## src/rtl/half_adder.sv

```systemverilog
// Lane-wise half adder with a combinational sum/carry, a registered copy qualified by
// in_valid, and a saturating count of accepted cycles that produced any carry.
module half_adder #(
  parameter int unsigned WIDTH = 1,
  parameter int unsigned CNT_W = 16
) (
  input  logic             clk,
  input  logic             rst_n,
  input  logic [WIDTH-1:0] a,
  input  logic [WIDTH-1:0] b,
  input  logic             in_valid,
  output logic [WIDTH-1:0] sum,
  output logic [WIDTH-1:0] carry,
  output logic [WIDTH-1:0] sum_q,
  output logic [WIDTH-1:0] carry_q,
  output logic             out_valid,
  output logic [CNT_W-1:0] carry_count
);

  logic [WIDTH-1:0] sum_d;
  logic [WIDTH-1:0] carry_d;
  logic             out_valid_d;
  logic             out_valid_q;
  logic [CNT_W-1:0] carry_count_d;
  logic [CNT_W-1:0] carry_count_q;

  // Lanes are independent: no carry ever crosses a lane boundary.
  always_comb begin
    sum   = a ^ b;
    carry = a & b;
  end

  always_comb begin
    sum_d         = sum_q;
    carry_d       = carry_q;
    out_valid_d   = 1'b0;
    carry_count_d = carry_count_q;
    if (in_valid) begin
      sum_d       = sum;
      carry_d     = carry;
      out_valid_d = 1'b1;
      // Saturate at all-ones rather than wrapping.
      if ((|carry) && (carry_count_q != {CNT_W{1'b1}})) begin
        carry_count_d = carry_count_q + {{(CNT_W-1){1'b0}}, 1'b1};
      end
    end
  end

  always_ff @(posedge clk) begin
    if (!rst_n) begin
      sum_q         <= '0;
      carry_q       <= '0;
      out_valid_q   <= 1'b0;
      carry_count_q <= '0;
    end else begin
      sum_q         <= sum_d;
      carry_q       <= carry_d;
      out_valid_q   <= out_valid_d;
      carry_count_q <= carry_count_d;
    end
  end

  assign out_valid   = out_valid_q;
  assign carry_count = carry_count_q;

endmodule

```

## config.mk

```make
export PLATFORM = sky130hd
export DESIGN_NAME = half_adder
export DESIGN_NICKNAME = d
export VERILOG_FILES = /design/src/rtl/half_adder.sv
export SDC_FILE = /design/constraint.sdc
export NUM_CORES = 1
export LEC_CHECK = 0
export CAP_MARGIN = 20
export CELL_PAD_IN_SITES_DETAIL_PLACEMENT = 0
export CELL_PAD_IN_SITES_GLOBAL_PLACEMENT = 2
export CORE_UTILIZATION = 30
export CTS_BUF_LIST = sky130_fd_sc_hd__clkbuf_4
export DETAILED_ROUTE_END_ITERATION = 10
export GPL_ROUTABILITY_DRIVEN = 0
export GPL_TIMING_DRIVEN = 1
export PLACE_DENSITY = 0.89
export SYNTH_ARGS = -nofsm -noshare
export SYNTH_HDL_FRONTEND = slang
export SYNTH_SLANG_ARGS = --single-unit
```

## constraint.sdc

```tcl
create_clock -name clk -period 4.8 [get_ports clk]
set_input_delay 0.48 -clock clk [delete_from_list [all_inputs] [get_ports clk]]
set_output_delay 0.48 -clock clk [all_outputs]
set_load 0.01 [all_outputs]
```

==> results of run 1 <==
state kept, by name, summed over array words and instances (netlist names):
name,cells
carry_count,16
carry_q,1
out_valid,1
sum_q,1
synth_stat cells:
cell      instances
nor3_1            3
ha_1              2
buf_2             1
or3_1             4
o31a_1            1
mux2i_1           4
and4_1            1
nand4_1           5
a21oi_1           9
and2_1            1
nand3_1           7
o211ai_1          2
dfxtp_1          19
o21ai_1           1
nand2_2           1
inv_1             4
nand2_1           7
and3_1            1
o311ai_0          1
nand2b_1          3
clkbuf_1          4
o21ai_0           4
o31ai_1           6
o311a_1           1
o41ai_1           1
nor4_1            3
nor2_1            3
or2_2             1
o21a_1            1
or4b_1            1
o211a_1           1
or4_1             5
cells by family after synthesis:
| family | count (synthesis) | synth area share (%) |
|---|---|---|
| AOI/OAI and AO/OA | 28 | 19.8 |
| adders and majority gates | 2 | 2.70 |
| buffers and inverters | 9 | 3.78 |
| DFF | 19 | 41.0 |
| muxes | 4 | 4.32 |
| and+or+nand+nor | 46 | 28.3 |
metal layers:
| metal | share of wire [%] | vias to the layer above |
|---|---|---|
| li1 | - | 465 |
| met1 | 49 | 414 |
| met2 | 46 | 30 |
| met3 | 3.7 | 4 |
| met4 | 1.3 | 0 |
| met5 | 0 | - |
final cells by class:
cell class | count | area [µm²] | share of cell area [%]
inverters | 4 | 15.0 | 1.22
flip-flops and latches | 19 | 380 | 30.8
well taps | 31 | 38.8 | 3.14
multi-input cells | 80 | 512 | 41.5
repair buffers | 26 | 258 | 20.9
clock buffers | 4 | 30.0 | 2.43
worst max-delay path, stage by stage:
cell	delay, ns
clkdlybuf4s50_1	0.46
ha_1	0.25
nand2_2	0.21
or4b_1	0.68
or4_1	0.54
a21oi_1	0.14
worst max-delay path by stage:
stage / start / endpoint / slack [ns] / cells after the start
after detailed placement: b / carry_count[13]$_SDFFE_PN0P_ / 1.97 / 6
after floorplan: a / carry_count[13]$_SDFFE_PN0P_ / 2.62 / 6
after global routing: b / carry_count[13]$_SDFFE_PN0P_ / 2.17 / 6
after CTS: b / carry_count[13]$_SDFFE_PN0P_ / 2.28 / 6
final: a / carry_count[13]$_SDFFE_PN0P_ / 2.27 / 6
after global placement: a / carry_count[13]$_SDFFE_PN0P_ / 2.05 / 6
power groups by stage:
stage	Combinational, mW	Sequential (mW)	Clock [mW]
global route	0.0234	0.161	0.0965
floorplan	0.00871	0.165	0
detailed placement	0.0217	0.164	0
CTS	0.0218	0.161	0.0904
finish	0.0215	0.161	0.0876
global placement	0.0215	0.164	0
==> impl_table.tex, run 1 <==
\begin{tabular}{lr}
\hline
Metric & Value \\
\hline
\multicolumn{2}{l}{\textbf{Status}} \\
Status & finished with violations \\
Violated checks & DRC \\
\multicolumn{2}{l}{\textbf{Timing}} \\
Crit share post-route & approximately 53\% \\
PnR worst setup slack & 2.27 ns \\
\# setup viols final & 0 \\
Minimum clock period & 2.53 ns \\
Final TNS setup & 0 ns \\
Maximum clock rate & 395 MHz \\
Number of failing hold endpoints at the final stage & 0 \\
Layout Skew & just under 0.009 ns \\
Slew Limit Headroom & approximately 69\% \\
Transition time at the pin with the least slew margin & 0.467 ns \\
Max-slew violation count & 0 \\
Unrepaired setup endpoints after global routing & false \\
WHS & 0.489 ns \\
\multicolumn{2}{l}{\textbf{CTS}} \\
Post CTS Setup Buffer Count & 0 \\
Buffer depth of the longest clock path & 2 \\
Post-CTS clock slew at the launch and capture registers of the worst setup and hold paths & 0.11 ns \\
Clock latency on the worst-skew pair & 0.30 ns \\
TritonCTS clock tree & done \\
CTS sink cnt & 19 \\
Count of H-tree levels built during CTS & 1 \\
Hold Buf Count CTS & 0 \\
Number of buffers created by CTS & 3 \\
Clock Tree Root & clkbuf\_4 \\
Post-cts resize count & 0 \\
\multicolumn{2}{l}{\textbf{Floorplan}} \\
Initial Util & about a third \\
Vertical die dimension & around 58 µm \\
Number of ports placed on the die boundary & 26 \\
Core area & 0.00285 mm² \\
DIE WIDTH & between 50 and 60 µm \\
Placement row count & 19 \\
DIE AREA & 0.00332 mm² \\
\multicolumn{2}{l}{\textbf{Finish}} \\
Fill cell total of the finished layout & 283 \\
Number of diodes added for antenna fixing & 0 \\
Final cell count without fillers & about 160 \\
Proportion of layout cells with a drive suffix above 1 & roughly 5.3\% \\
Nets & 141 \\
Area delta synth->final & 33.1\% \\
Final standard cell utilization of the core & 43.2\% \\
Final standard cell area without fillers & 0.00123 mm² \\
Highest-count cells in the layout ignoring fill and taps & 25 x clkdlybuf4s50\_1, 19 x dfxtp\_1, 9 x a21oi\_1 \\
Most frequent standard cell in the layout excluding fill and tap cells & clkdlybuf4s50\_1 \\
\multicolumn{2}{l}{\textbf{Min path}} \\
Cell depth of the worst hold path & 2 \\
Start point of the worst hold path & carry\_q\$\_SDFFE\_PN0P\_ \\
Worst min-delay path endpoint & carry\_q\$\_SDFFE\_PN0P\_ \\
Class of the tightest hold or removal check & register to register \\
\multicolumn{2}{l}{\textbf{Power}} \\
Total Power & between 0.2 and 0.3 mW \\
Pwr Density & $\sim$220 mW/mm² \\
Relative contribution of the clock network to total power & 32.5\% \\
Power spent charging and discharging nets & between 0.06 and 0.07 mW \\
Static leakage & between 0.3 and 0.4 nW \\
Fraction of power consumed by sequential logic & 59.6\% \\
Net switching fraction of the power & 22.7\% \\
Relative contribution of combinational cells to total power & about 8.0\% \\
Cell Int Power & 0.208 mW \\
Worst voltage drop across the vdd grid & 127 µV \\
\multicolumn{2}{l}{\textbf{Setup path}} \\
Worst path arrival time & 2.77 ns \\
Critical path endpoint category & register \\
Endpoint of the lowest-slack register-to-register path & carry\_count[13]\$\_SDFFE\_PN0P\_ \\
Worst R2R Start & carry\_count[2]\$\_SDFFE\_PN0P\_ \\
Category of the worst setup path launch point & input pin \\
Cell depth of the worst flop-to-flop path & 4 \\
Critical path data required time & around 5 ns \\
Worst Path Class, Setup & input pin to register \\
Setup slack of the worst register-to-register path & 2.82 ns \\
Biggest fanout along the worst timing path & 15 \\
\multicolumn{2}{l}{\textbf{Yosys}} \\
Seq/Total Area, Yosys & 41.0\% \\
Synth cell types & 32 \\
Synthesized netlist net count & about 120 \\
Biggest area contributors in the synthesized netlist & dfxtp\_1 41\%, a21oi\_1 4.9\%, o31ai\_1 4.9\% \\
Number of flip-flops and latches in the synthesized netlist & 19 \\
Average size of a mapped cell & approximately 8.6 µm² \\
Post-synthesis instance area & 927 µm² \\
Most area-hungry cell type in the Yosys netlist & dfxtp\_1 \\
Cells after Synth & 108 \\
Share of the synthesized area in the top cell type & 41.0\% \\
Yosys warns & 0 \\
\multicolumn{2}{l}{\textbf{GRT}} \\
Overall track demand over capacity in global routing & 14.7\% \\
Vias in the first global route & around 820 \\
Maximum number of pins on one net before global-route repair & 16 \\
Global-route met2 utilization & between 20\% and 30\% \\
Number of antenna violations at the first check in global routing & 0 \\
Global routing met1 resource utilization & 20.8\% \\
Busiest metal layer after global routing & met2 \\
Final global-route overflow total & 0 \\
Met3 Use GR & 2.27\% \\
First-pass GRT wire length & 3.80 mm \\
\multicolumn{2}{l}{\textbf{Route}} \\
Via density per instance & 5.57 \\
Detailed Route Iter0 Violations & 30 \\
Average routed wire per standard cell & about 14 µm \\
Length of the first detailed-routing pass in iterations & 7 \\
Count of antenna-violating nets left after detailed routing & 0 \\
DRC & 1 \\
Via Count & 913 \\
Total Wirelength & 2.23 mm \\
\multicolumn{2}{l}{\textbf{Place}} \\
Placement Cell Area & 0.00120 mm² \\
Placement-stage worst setup slack & around 2.0 ns \\
Number of cells after detailed placement & 160 \\
Detailed Place HPWL & 1.60 mm \\
Count of buffers inserted at the top-level ports & 25 \\
\multicolumn{2}{l}{\textbf{Job}} \\
MaxCap Viol Count & 0 \\
\hline
\end{tabular}
Note: power is estimated with default switching activity, not from simulation.
==> run 2: changes to the inputs <==
--- a/config.mk
+++ b/config.mk
@@ -8,12 +8,12 @@
 export CAP_MARGIN = 20
 export CELL_PAD_IN_SITES_DETAIL_PLACEMENT = 0
 export CELL_PAD_IN_SITES_GLOBAL_PLACEMENT = 2
-export CORE_UTILIZATION = 30
+export CORE_UTILIZATION = 28
 export CTS_BUF_LIST = sky130_fd_sc_hd__clkbuf_4
 export DETAILED_ROUTE_END_ITERATION = 10
 export GPL_ROUTABILITY_DRIVEN = 0
 export GPL_TIMING_DRIVEN = 1
-export PLACE_DENSITY = 0.89
+export PLACE_DENSITY = 0.84
 export SYNTH_ARGS = -nofsm -noshare
 export SYNTH_HDL_FRONTEND = slang
 export SYNTH_SLANG_ARGS = --single-unit
==> constraint.sdc (replaced) <==
create_clock -name clk -period 2.35 [get_ports clk]
set_input_delay 0.235 -clock clk [delete_from_list [all_inputs] [get_ports clk]]
set_output_delay 0.235 -clock clk [all_outputs]
set_load 0.01 [all_outputs]
==> run 2 against run 1 <==
  * The flow now finishes without violations
  * Count of clock-buffer cells in the layout is the same
  * Wire length rose by 4.0%
  * Power is 110% higher
  * Global-route usage increased by 0.13 points
  * Largest power group unchanged
  * Clock skew shrank 0.0043 ns
==> impl_table.tex, run 2 (synthesis gave the netlist of run 1 again) <==
\begin{tabular}{lr}
\hline
Metric & Value \\
\hline
\multicolumn{2}{l}{\textbf{Setup path}} \\
Critical path data required time & 2.60 ns (-2.44 ns) \\
Category of the worst setup path launch point & input pin \\
Biggest fanout along the worst timing path & 7 (-8) \\
Setup slack of the worst register-to-register path & 0.37 ns (-2.45 ns) \\
Endpoint of the lowest-slack register-to-register path & carry\_count[13]\$\_SDFFE\_PN0P\_ \\
Setup crit start & a \\
Slowest-stage cell, CP & or4b\_1 \\
Critical path endpoint category & register \\
Cell depth of the worst flop-to-flop path & 4 (unchanged) \\
Capturing element of the worst setup path & carry\_count[13]\$\_SDFFE\_PN0P\_ \\
Worst R2R Start & carry\_count[5]\$\_SDFFE\_PN0P\_ \\
Cell chain of the critical path & clkdlybuf4s50\_1 > ha\_1 > nand2\_2 > or4b\_1 > or4\_1 > a21oi\_1 \\
Worst Path Class, Setup & input pin to register \\
Slowest cell delay on critical path & 0.64 ns (-0.04 ns) \\
Worst path arrival time & 2.26 ns (-0.51 ns) \\
\multicolumn{2}{l}{\textbf{Finish}} \\
Highest-count cells in the layout ignoring fill and taps & 25 x clkdlybuf4s50\_1, 19 x dfxtp\_1, 9 x a21oi\_1 \\
Largest register FFs & 16 (unchanged) \\
Footprint of the multi-input gates & 512 µm² (unchanged) \\
Proportion of layout cells with a drive suffix above 1 & 8.70\% (+3.4 points) \\
Final cell count without fillers & 182 (+11\%) \\
Nets & 146 (+3.5\%) \\
Sequential cell area & 380 µm² (unchanged) \\
Final standard cell area without fillers & 0.00129 mm² (+4.4\%) \\
Fill cell total of the finished layout & 359 (+27\%) \\
Area delta synth->final & 38.9\% \\
Number of diodes added for antenna fixing & 0 (unchanged) \\
Most frequent standard cell in the layout excluding fill and tap cells & clkdlybuf4s50\_1 \\
\multicolumn{2}{l}{\textbf{GRT}} \\
Number of antenna violations at the first check in global routing & 0 (unchanged) \\
Vias in the first global route & 832 (+1.7\%) \\
Final global-route overflow total & 0 (unchanged) \\
Maximum number of pins on one net before global-route repair & 16 (unchanged) \\
First-pass GRT wire length & 3.92 mm (+3.3\%) \\
Overall track demand over capacity in global routing & 14.8\% (+0.13 points) \\
\multicolumn{2}{l}{\textbf{Timing}} \\
Maximum clock rate & 496 MHz \\
Unrepaired setup endpoints after global routing & false \\
Number of failing hold endpoints at the final stage & 0 (unchanged) \\
Transition time at the pin with the least slew margin & 0.450 ns (-0.0176 ns) \\
Slew Limit Headroom & 69.9\% (+1.2 points) \\
PnR worst setup slack & 0.334 ns (-1.94 ns) \\
Crit share post-route & between 80\% and 90\% \\
Layout Skew & 0.00441 ns (-0.00426 ns) \\
\# setup viols final & 0 (unchanged) \\
Final TNS setup & 0 ns (unchanged) \\
Max-slew violation count & 0 (unchanged) \\
Minimum clock period & just over 2 ns \\
\multicolumn{2}{l}{\textbf{CTS}} \\
Buffer depth of the longest clock path & 2 (unchanged) \\
Hold Buf Count CTS & 0 (unchanged) \\
Post-cts resize count & 0 (unchanged) \\
Clock latency on the worst-skew pair & 0.30 ns (about the same) \\
CTS sink cnt & 19 (unchanged) \\
Clock Tree Root & clkbuf\_4 \\
TritonCTS clock tree & done \\
Number of buffers created by CTS & 3 (unchanged) \\
Count of H-tree levels built during CTS & 1 (unchanged) \\
Post CTS Setup Buffer Count & 0 (unchanged) \\
Post-CTS clock slew at the launch and capture registers of the worst setup and hold paths & 0.11 ns (about the same) \\
\multicolumn{2}{l}{\textbf{Power}} \\
Power spent charging and discharging nets & 0.129 mW (+110\%) \\
Net switching fraction of the power & 23.1\% (+0.41 points) \\
Pwr Density & 434 mW/mm² (+99\%) \\
Fraction of power consumed by sequential logic & 58.7\% (-0.9 points) \\
Cell Int Power & 0.430 mW (+110\%) \\
Relative contribution of the clock network to total power & 32.6\% (about the same) \\
Static leakage & 0.415 nW (+5.9\%) \\
Relative contribution of combinational cells to total power & 8.7\% (+0.7 points) \\
Worst voltage drop across the vdd grid & 158 µV (+25\%) \\
\multicolumn{2}{l}{\textbf{Place}} \\
Detailed Place HPWL & 1.66 mm (+3.3\%) \\
Placement-stage worst setup slack & 0.0240 ns (-1.94 ns) \\
Count of buffers inserted at the top-level ports & 25 (unchanged) \\
Number of cells after detailed placement & 178 (+11\%) \\
Placement Cell Area & 0.00126 mm² (+4.5\%) \\
\multicolumn{2}{l}{\textbf{Floorplan}} \\
Core area & 0.00310 mm² (+8.8\%) \\
Placement row count & 20 (+1) \\
Number of ports placed on the die boundary & 26 (unchanged) \\
DIE AREA & 0.00355 mm² (+6.9\%) \\
Initial Util & 29.9\% (-2.6 points) \\
Vertical die dimension & 59.5 µm (+3.4\%) \\
DIE WIDTH & 59.5 µm (+3.4\%) \\
\multicolumn{2}{l}{\textbf{Route}} \\
Via Count & 946 (+3.6\%) \\
Detailed Route Iter0 Violations & 21 (-30\%) \\
DRC & 0 (-1) \\
Average routed wire per standard cell & 12.7 µm (-6.3\%) \\
Via density per instance & 5.20 (-6.6\%) \\
Count of antenna-violating nets left after detailed routing & 0 (unchanged) \\
Total Wirelength & 2.32 mm (+4.0\%) \\
Length of the first detailed-routing pass in iterations & 4 (-3) \\
\multicolumn{2}{l}{\textbf{Job}} \\
MaxCap Viol Count & 0 (unchanged) \\
\multicolumn{2}{l}{\textbf{Min path}} \\
Class of the tightest hold or removal check & register to register \\
\multicolumn{2}{l}{\textbf{Status}} \\
Status & finished clean \\
\hline
\end{tabular}
## run 2: cell types whose count changed in the layout (fill, tap and decap cells not counted)
cell | previous run | this run
buf_4 | 1 | 6
## run 2: final cells by class
type / count / area share (%)
Multi-Input combinational cell: 80 / 39.7
Sequential cell: 19 / 29.5
Timing Repair Buffer: 31 / 22.9
Tap cell: 44 / 4.28
Clock buffer: 4 / 2.33
Inverter: 4 / 1.17
## run 2: worst min path at each step
stage | from | to | slack, ns | cells after the start
6_report | carry_q$_SDFFE_PN0P_ | carry_q$_SDFFE_PN0P_ | 0.48 | 2
5_1_grt | carry_q$_SDFFE_PN0P_ | carry_q$_SDFFE_PN0P_ | 0.53 | 2
4_1_cts | carry_q$_SDFFE_PN0P_ | carry_q$_SDFFE_PN0P_ | 0.49 | 2
3_5_place_dp | carry_q$_SDFFE_PN0P_ | carry_q$_SDFFE_PN0P_ | 0.47 | 2
3_3_place_gp | carry_q$_SDFFE_PN0P_ | carry_q$_SDFFE_PN0P_ | 0.46 | 2
2_1_floorplan | in_valid | out_valid$_SDFF_PN0_ | 0.36 | 1
## run 2: per-stage QoR
step                      power, mW  utilization, %  hold slack [ns]
after CTS                     0.570            41.5            0.489
final                         0.559            41.5            0.483
after detailed placement      0.385            40.5            0.470
after global routing          0.589            41.5            0.525
after floorplan               0.355               -            0.357
after global placement        0.385            40.5            0.463
## run 2: worst max-delay path: cells and delay by family
kind / cells / cell delay, ns
simple gates: 3 / 1.24
compound gates: 1 / 0.14
fa+ha+maj: 1 / 0.18
buf+inv: 1 / 0.46
## run 2: power by group through the flow
stage	Sequential, mW	Clock (mW)	Combinational (mW)
floorplan	0.337	0	0.0178
global placement	0.335	0	0.0496
detailed placement	0.335	0	0.0494
CTS	0.328	0.192	0.0495
global route	0.329	0.207	0.0532
finish	0.328	0.182	0.0488
## run 2: per-layer routing
layer	global-route usage, %	routed length, µm	vias to the layer above
met5	0	0	-
met4	7.97	18	0
met3	2.62	31	2
met2	23.0	1110	9
met1	19.4	1160	460
li1	-	-	475
